File: src/rtl/pipelined_barrel_shifter_if.sv
// Request/result stream bundle for the pipelined barrel shifter.
// A beat transfers on the rising edge where valid && ready are both high; valid and its payload hold until then.
interface pipelined_barrel_shifter_if #(
  parameter int WIDTH = 8,
  parameter int TAG_W = 4
);
  localparam int SHW = $clog2(WIDTH);

  logic             in_valid;
  logic             in_ready;
  logic [WIDTH-1:0] in_data;
  logic [SHW-1:0]   in_shamt;
  logic [1:0]       in_op;
  logic [TAG_W-1:0] in_tag;

  logic             out_valid;
  logic             out_ready;
  logic [WIDTH-1:0] out_data;
  logic [TAG_W-1:0] out_tag;
  logic             out_zero;

  modport master (
    output in_valid, in_data, in_shamt, in_op, in_tag, out_ready,
    input  in_ready, out_valid, out_data, out_tag, out_zero
  );

  modport slave (
    input  in_valid, in_data, in_shamt, in_op, in_tag, out_ready,
    output in_ready, out_valid, out_data, out_tag, out_zero
  );
endinterface

File: src/rtl/pipelined_barrel_shifter.sv
// Fully pipelined barrel shifter: SLL/SRL/SRA/ROR, one power-of-two shift step per register.
// Stage 0 captures the request; stage k+1 applies the 2^k step; the last stage is the output register.
module pipelined_barrel_shifter #(
  parameter int WIDTH = 8,
  parameter int TAG_W = 4
) (
  input logic                                clk,
  input logic                                rst_n,
  pipelined_barrel_shifter_if.slave          bus
);
  localparam int SHW = $clog2(WIDTH);

  typedef enum logic [1:0] {
    OP_SLL = 2'b00,
    OP_SRL = 2'b01,
    OP_SRA = 2'b10,
    OP_ROR = 2'b11
  } op_e;

  typedef struct packed {
    logic             valid;
    logic [WIDTH-1:0] data;
    logic [SHW-1:0]   shamt;
    op_e              op;
    logic [TAG_W-1:0] tag;
    logic             sign;
    logic             zero;
  } item_t;

  item_t stg [0:SHW];
  item_t nxt [0:SHW];
  logic  stall;

  // The whole pipeline freezes only when a finished result is refused.
  assign stall        = stg[SHW].valid && !bus.out_ready;
  assign bus.in_ready = !stall;

  function automatic logic [WIDTH-1:0] shift_step(
    input logic [WIDTH-1:0] d,
    input op_e              op,
    input logic             sign,
    input int               amt
  );
    logic [WIDTH-1:0] fill;
    logic [WIDTH-1:0] res;
    fill = ~({WIDTH{1'b1}} >> amt);
    res  = d;
    case (op)
      OP_SLL:  res = d << amt;
      OP_SRL:  res = d >> amt;
      OP_SRA:  res = (d >> amt) | (sign ? fill : '0);
      default: res = (d >> amt) | (d << (WIDTH - amt));
    endcase
    return res;
  endfunction

  always_comb begin
    for (int k = 0; k <= SHW; k++) begin
      nxt[k] = '0;
    end
    nxt[0].valid = bus.in_valid;
    nxt[0].data  = bus.in_data;
    nxt[0].shamt = bus.in_shamt;
    nxt[0].op    = op_e'(bus.in_op);
    nxt[0].tag   = bus.in_tag;
    nxt[0].sign  = bus.in_data[WIDTH-1];
    nxt[0].zero  = (bus.in_data == '0);
    // The sign bit is carried separately so SRA fills from the original operand.
    for (int k = 0; k < SHW; k++) begin
      nxt[k+1] = stg[k];
      if (stg[k].shamt[k]) begin
        nxt[k+1].data = shift_step(stg[k].data, stg[k].op, stg[k].sign, 1 << k);
      end
      nxt[k+1].zero = (nxt[k+1].data == '0);
    end
  end

  always_ff @(posedge clk or negedge rst_n) begin
    if (!rst_n) begin
      for (int k = 0; k <= SHW; k++) begin
        stg[k] <= '0;
      end
    end else if (!stall) begin
      for (int k = 0; k <= SHW; k++) begin
        stg[k] <= nxt[k];
      end
    end
  end

  assign bus.out_valid = stg[SHW].valid;
  assign bus.out_data  = stg[SHW].data;
  assign bus.out_tag   = stg[SHW].tag;
  assign bus.out_zero  = stg[SHW].zero;

  stall_holds_output: assert property (
    @(posedge clk) disable iff (!rst_n)
    stall |=> (bus.out_valid && $stable(bus.out_data) && $stable(bus.out_tag) && $stable(bus.out_zero))
  );
endmodule

File: src/flat_wrapper.sv
// flat-port wrapper written by rule: the top's interface ports become plain ports
module pipelined_barrel_shifter_flat 
#(
  parameter int WIDTH = 8,
  parameter int TAG_W = 4
)
  (clk, rst_n, bus_in_valid, bus_in_data, bus_in_shamt, bus_in_op, bus_in_tag, bus_out_ready, bus_in_ready, bus_out_valid, bus_out_data, bus_out_tag, bus_out_zero);
  pipelined_barrel_shifter_if #(.WIDTH(WIDTH), .TAG_W(TAG_W)) bus_i ();
  input logic clk;
  input logic rst_n;
  input wire logic [$bits(bus_i.in_valid)-1:0] bus_in_valid;
  input wire logic [$bits(bus_i.in_data)-1:0] bus_in_data;
  input wire logic [$bits(bus_i.in_shamt)-1:0] bus_in_shamt;
  input wire logic [$bits(bus_i.in_op)-1:0] bus_in_op;
  input wire logic [$bits(bus_i.in_tag)-1:0] bus_in_tag;
  input wire logic [$bits(bus_i.out_ready)-1:0] bus_out_ready;
  output wire logic [$bits(bus_i.in_ready)-1:0] bus_in_ready;
  output wire logic [$bits(bus_i.out_valid)-1:0] bus_out_valid;
  output wire logic [$bits(bus_i.out_data)-1:0] bus_out_data;
  output wire logic [$bits(bus_i.out_tag)-1:0] bus_out_tag;
  output wire logic [$bits(bus_i.out_zero)-1:0] bus_out_zero;
  assign bus_i.in_valid = bus_in_valid;
  assign bus_i.in_data = bus_in_data;
  assign bus_i.in_shamt = bus_in_shamt;
  assign bus_i.in_op = bus_in_op;
  assign bus_i.in_tag = bus_in_tag;
  assign bus_i.out_ready = bus_out_ready;
  assign bus_in_ready = bus_i.in_ready;
  assign bus_out_valid = bus_i.out_valid;
  assign bus_out_data = bus_i.out_data;
  assign bus_out_tag = bus_i.out_tag;
  assign bus_out_zero = bus_i.out_zero;
  pipelined_barrel_shifter #(.WIDTH(WIDTH), .TAG_W(TAG_W)) u_core (.clk(clk), .rst_n(rst_n), .bus(bus_i));
endmodule
File: config.mk
export PLATFORM = sky130hd
export DESIGN_NAME = pipelined_barrel_shifter_flat
export DESIGN_NICKNAME = d
export VERILOG_FILES = /design/src/rtl/pipelined_barrel_shifter_if.sv /design/src/rtl/pipelined_barrel_shifter.sv /design/src/flat_wrapper.sv
export SDC_FILE = /design/constraint.sdc
export NUM_CORES = 1
export LEC_CHECK = 0
export ABC_AREA = 1
export BUFFER_PORTS_ARGS = -buffer_cell sky130_fd_sc_hd__buf_2
export CORE_ASPECT_RATIO = 1.4
export CORE_MARGIN = 4
export CORE_UTILIZATION = 40
export DETAILED_ROUTE_END_ITERATION = 16
export SLEW_MARGIN = 30
export SYNTH_ARGS = -nofsm -noshare
export SYNTH_HDL_FRONTEND = slang
export SYNTH_SLANG_ARGS = --single-unit
export TNS_END_PERCENT = 50
File: constraint.sdc
create_clock -name clk -period 1.2 [get_ports clk]
set_input_delay 0.06 -clock clk [delete_from_list [all_inputs] [get_ports clk]]
set_output_delay 0.06 -clock clk [all_outputs]
set_load 0.05 [all_outputs]
==> impl_metrics.ini <==
[placed_design]
place_ws_ns = 0.01637
hpwlAfterDp_um = 4223
gp_congestion = 0.8661
port_buffers = 35

[global_route]
grt_max_degree = 68
grt_use_total_pct = 15.39
grt_pass1_vias = 2463
grt_first_pass_wirelength_um = 10840
overflow = 0
antenna_found_initial = 0

[power]
p_total_mw = 9.928
share_clk_of_total_power_pct = 16.9
p_sw_share_pct = 42.91
ir_drop_v = 0.0009437
seq_power_share_pct = 39.9
internal_power_mw = 5.668
powerDensity_nw_per_um2 = 2647
pwr-share-comb_pct = 43.2
p_sw_mw = 4.260
p_leak_nw = 1.841

[critical_path]
crit_buf_inv = 3
crit_required_ns = 1.45
crit_path_max_fanout = 13
r2r_end = u_core.bus.out_tag[3]
reg2reg_slack_ns = 0.02
cp_slowest_stage_delay_ns = 0.41
worst_r2r_path_depth = 6
crit_family = buffers and inverters
end_kind = flop
cp-start-kind = flop
path_class = reg -> reg
slowest_stage = dfrtp_2
path_cells = nand2_8 -> buf_12 -> inv_2 -> buf_4 -> nand2_1 -> o21ai_0
r2r_start = u_core.bus.out_valid
arrival_ns = 1.43

[synthesis]
synthCells = 358
yosysSeqAreaShare_pct = 55.58
syn_area_per_cell_um2 = 8.426
synthArstFlopShare_pct = 100.0
synth-compound-area-share_pct = 16.42
syn-cell-area_um2 = 3017
synth_edf_count = 0
yosysUniqueCellTypes = 25
synth-adder-area-share_pct = 0
synth_xor_area_share_pct = 0
muxShareOfSynthArea_pct = 0
yosys_most_used_dff = dfrtp_1
synth_top_family_by_area = simple AND/OR/NAND/NOR gates
synth-seq-cells = 67
yosys_warnings = 0
synth_nets = 379
yosys.area_share.simple_pct = 18.29

[min_path]
hp-start = bus_out_ready
min_path_cells = 5
hold_path_class = in -> reg
min_to = u_core.stg[34]

[final_layout]
syn2layout_area_growth_pct = 24.35
diodes = 0
nNetsFinal = 430
n_fill_cell = 695
mostFrequentLayoutCell = nand2_1
drive_above_1_share_pct = 21.07
final_cell_mix = nand2_1 (105), dfrtp_1 (65), o21ai_0 (43), buf_2 (34), inv_1 (27)

[floorplan]
initial_core_util_pct = 40.98
fp-row-count = 37
fp.dieH_um = 110.8
die_w_um = 81.40
ioPinCount = 36
core_um2 = 7361
die_area_um2 = 9015

[flow_run]
maxCapViolCount = 0

[route]
antenna_left = 0
drt_wl_total_um = 6243
wl_per_cell_um = 12.24
vias = 2415
drt-pass1-iter-count = 4
first_iter_violations = 112
drc = 0
viasPerCell = 4.735

[timing]
hold_viol = 0
fin_skew_ns = 0.005825
relSlewSlack_pct = 75.01
tns_ns = 0
rsz0062_at_grt = yes
drv_slew = 0
worst_pin_slew_ns = 0.3748
whs_ns = 0.1962
post-route-min-period_ns = 1.183
period_share_pct = 98.60
fmax_mhz = 845.1
setup_viol = 0
setup_slack_ns = 0.01678

[clocking]
clk_latency_ns = 0.33
clkSlewWorstSetupHoldPaths_ns = 0.07
htree_levels = 3
cts_tree = yes
cts-root-buf = clkbuf_8
cts_num_sinks = 67
clk_path_buf_depth = 2
numCtsBuffers = 9

[run_status]
status = completed
[logic make-up after synthesis]
logic type | Yosys count
buffers and inverters | 62
DFF | 67
and+or+nand+nor | 137
AOI/OAI and AO/OA | 92
[layout make-up]
class / count / area [um^2] / share of cell area, %
well taps: 97 / 121.4 / 3.235
repair buffers: 68 / 563.0 / 15.01
flip-flops and latches: 67 / 1679 / 44.76
clock buffers: 13 / 168.9 / 4.503
inverters: 34 / 130.1 / 3.469
clock inverters: 2 / 10.01 / 0.2668
multi-input cells: 229 / 1079 / 28.75
[per-stage QoR]
stage               cell area (um^2)  std cells  utilization, %
floorplan                       3034        358               -
global placement                3294        474           44.76
detailed placement              3294        474           44.76
CTS                             3715        510           50.47
global route                    3751        510           50.96
finish                          3751        510           50.96
[cell usage after synthesis, types with 2 or more instances]
cell type	number	share of area, %
inv_2	6	0.75
dfrtp_1	67	56
nor2_2	2	0.41
o21ai_1	13	2.2
a211oi_1	2	0.50
inv_1	28	3.5
o21ai_0	43	7.1
a31oi_1	12	2.5
buf_2	11	1.8
nor2_4	3	1.1
nand2_1	107	13
nor2_1	20	2.5
a21oi_1	17	2.8
clkbuf_1	4	0.50
or2_2	2	0.41
buf_4	12	3.0
[layer usage]
layer / wire [um] / share of wire [%] / vias to the layer above / global-route usage [%]
li1: - / - / 1237 / -
met1: 2708 / 43 / 1125 / 17.72
met2: 3220 / 52 / 45 / 26.12
met3: 188 / 3.0 / 8 / 3.415
met4: 126 / 2.0 / 0 / 7.554
met5: 0 / 0 / - / 0
[worst reg2reg max path: stages (launching register included)]
cell,delay (ns)
dfrtp_2,0.41
nand2_8,0.07
buf_12,0.15
inv_2,0.14
buf_4,0.21
nand2_1,0.07
o21ai_0,0.07
[power by group through the flow]
stage	Clock, mW	Combinational, mW	Sequential, mW
finish	1.68	4.29	3.96
detailed placement	0	4.06	3.96
floorplan	0	3.34	3.83
global placement	0	4.00	3.94
CTS	1.74	4.22	3.93
global route	1.85	4.84	4.08
[how the worst max path moves through the flow]
stage / cells past startpoint / to / startpoint / slack, ns
after floorplan: 4 / u_core.bus.out_tag[0] / u_core.bus.out_valid / 0.005
after global placement: 7 / u_core.bus.out_zero / u_core.bus.out_valid / 0.05
after detailed placement: 7 / u_core.bus.out_zero / u_core.nxt[10] / 0.02
after CTS: 7 / u_core.bus.out_zero / u_core.nxt[10] / 0.003
after global routing: 7 / u_core.bus.out_zero / u_core.nxt[7] / -0.11
final: 6 / u_core.bus.out_tag[3] / u_core.bus.out_valid / 0.02
[state kept, by name, summed over array words and instances, names as in the netlist]
signal	flops
u_core.stg	23
u_core.bus.out_tag	4
u_core.nxt	30
u_core.bus.out_valid	1
u_core.bus.out_zero	1
u_core.bus.out_data	8
[what timing repair did]
| item | in CTS | in global routing |
|---|---|---|
| buffers inserted | 2 | 0 |
| endpoints found under the setup margin | 1 | 46 |
| pin swaps | 1 | 1 |
| hold endpoints to repair | 85 | 0 |
| resized for setup | 5 | 13 |
| hold buffers | 19 | 0 |
Note: power is estimated with default switching activity, not from simulation.
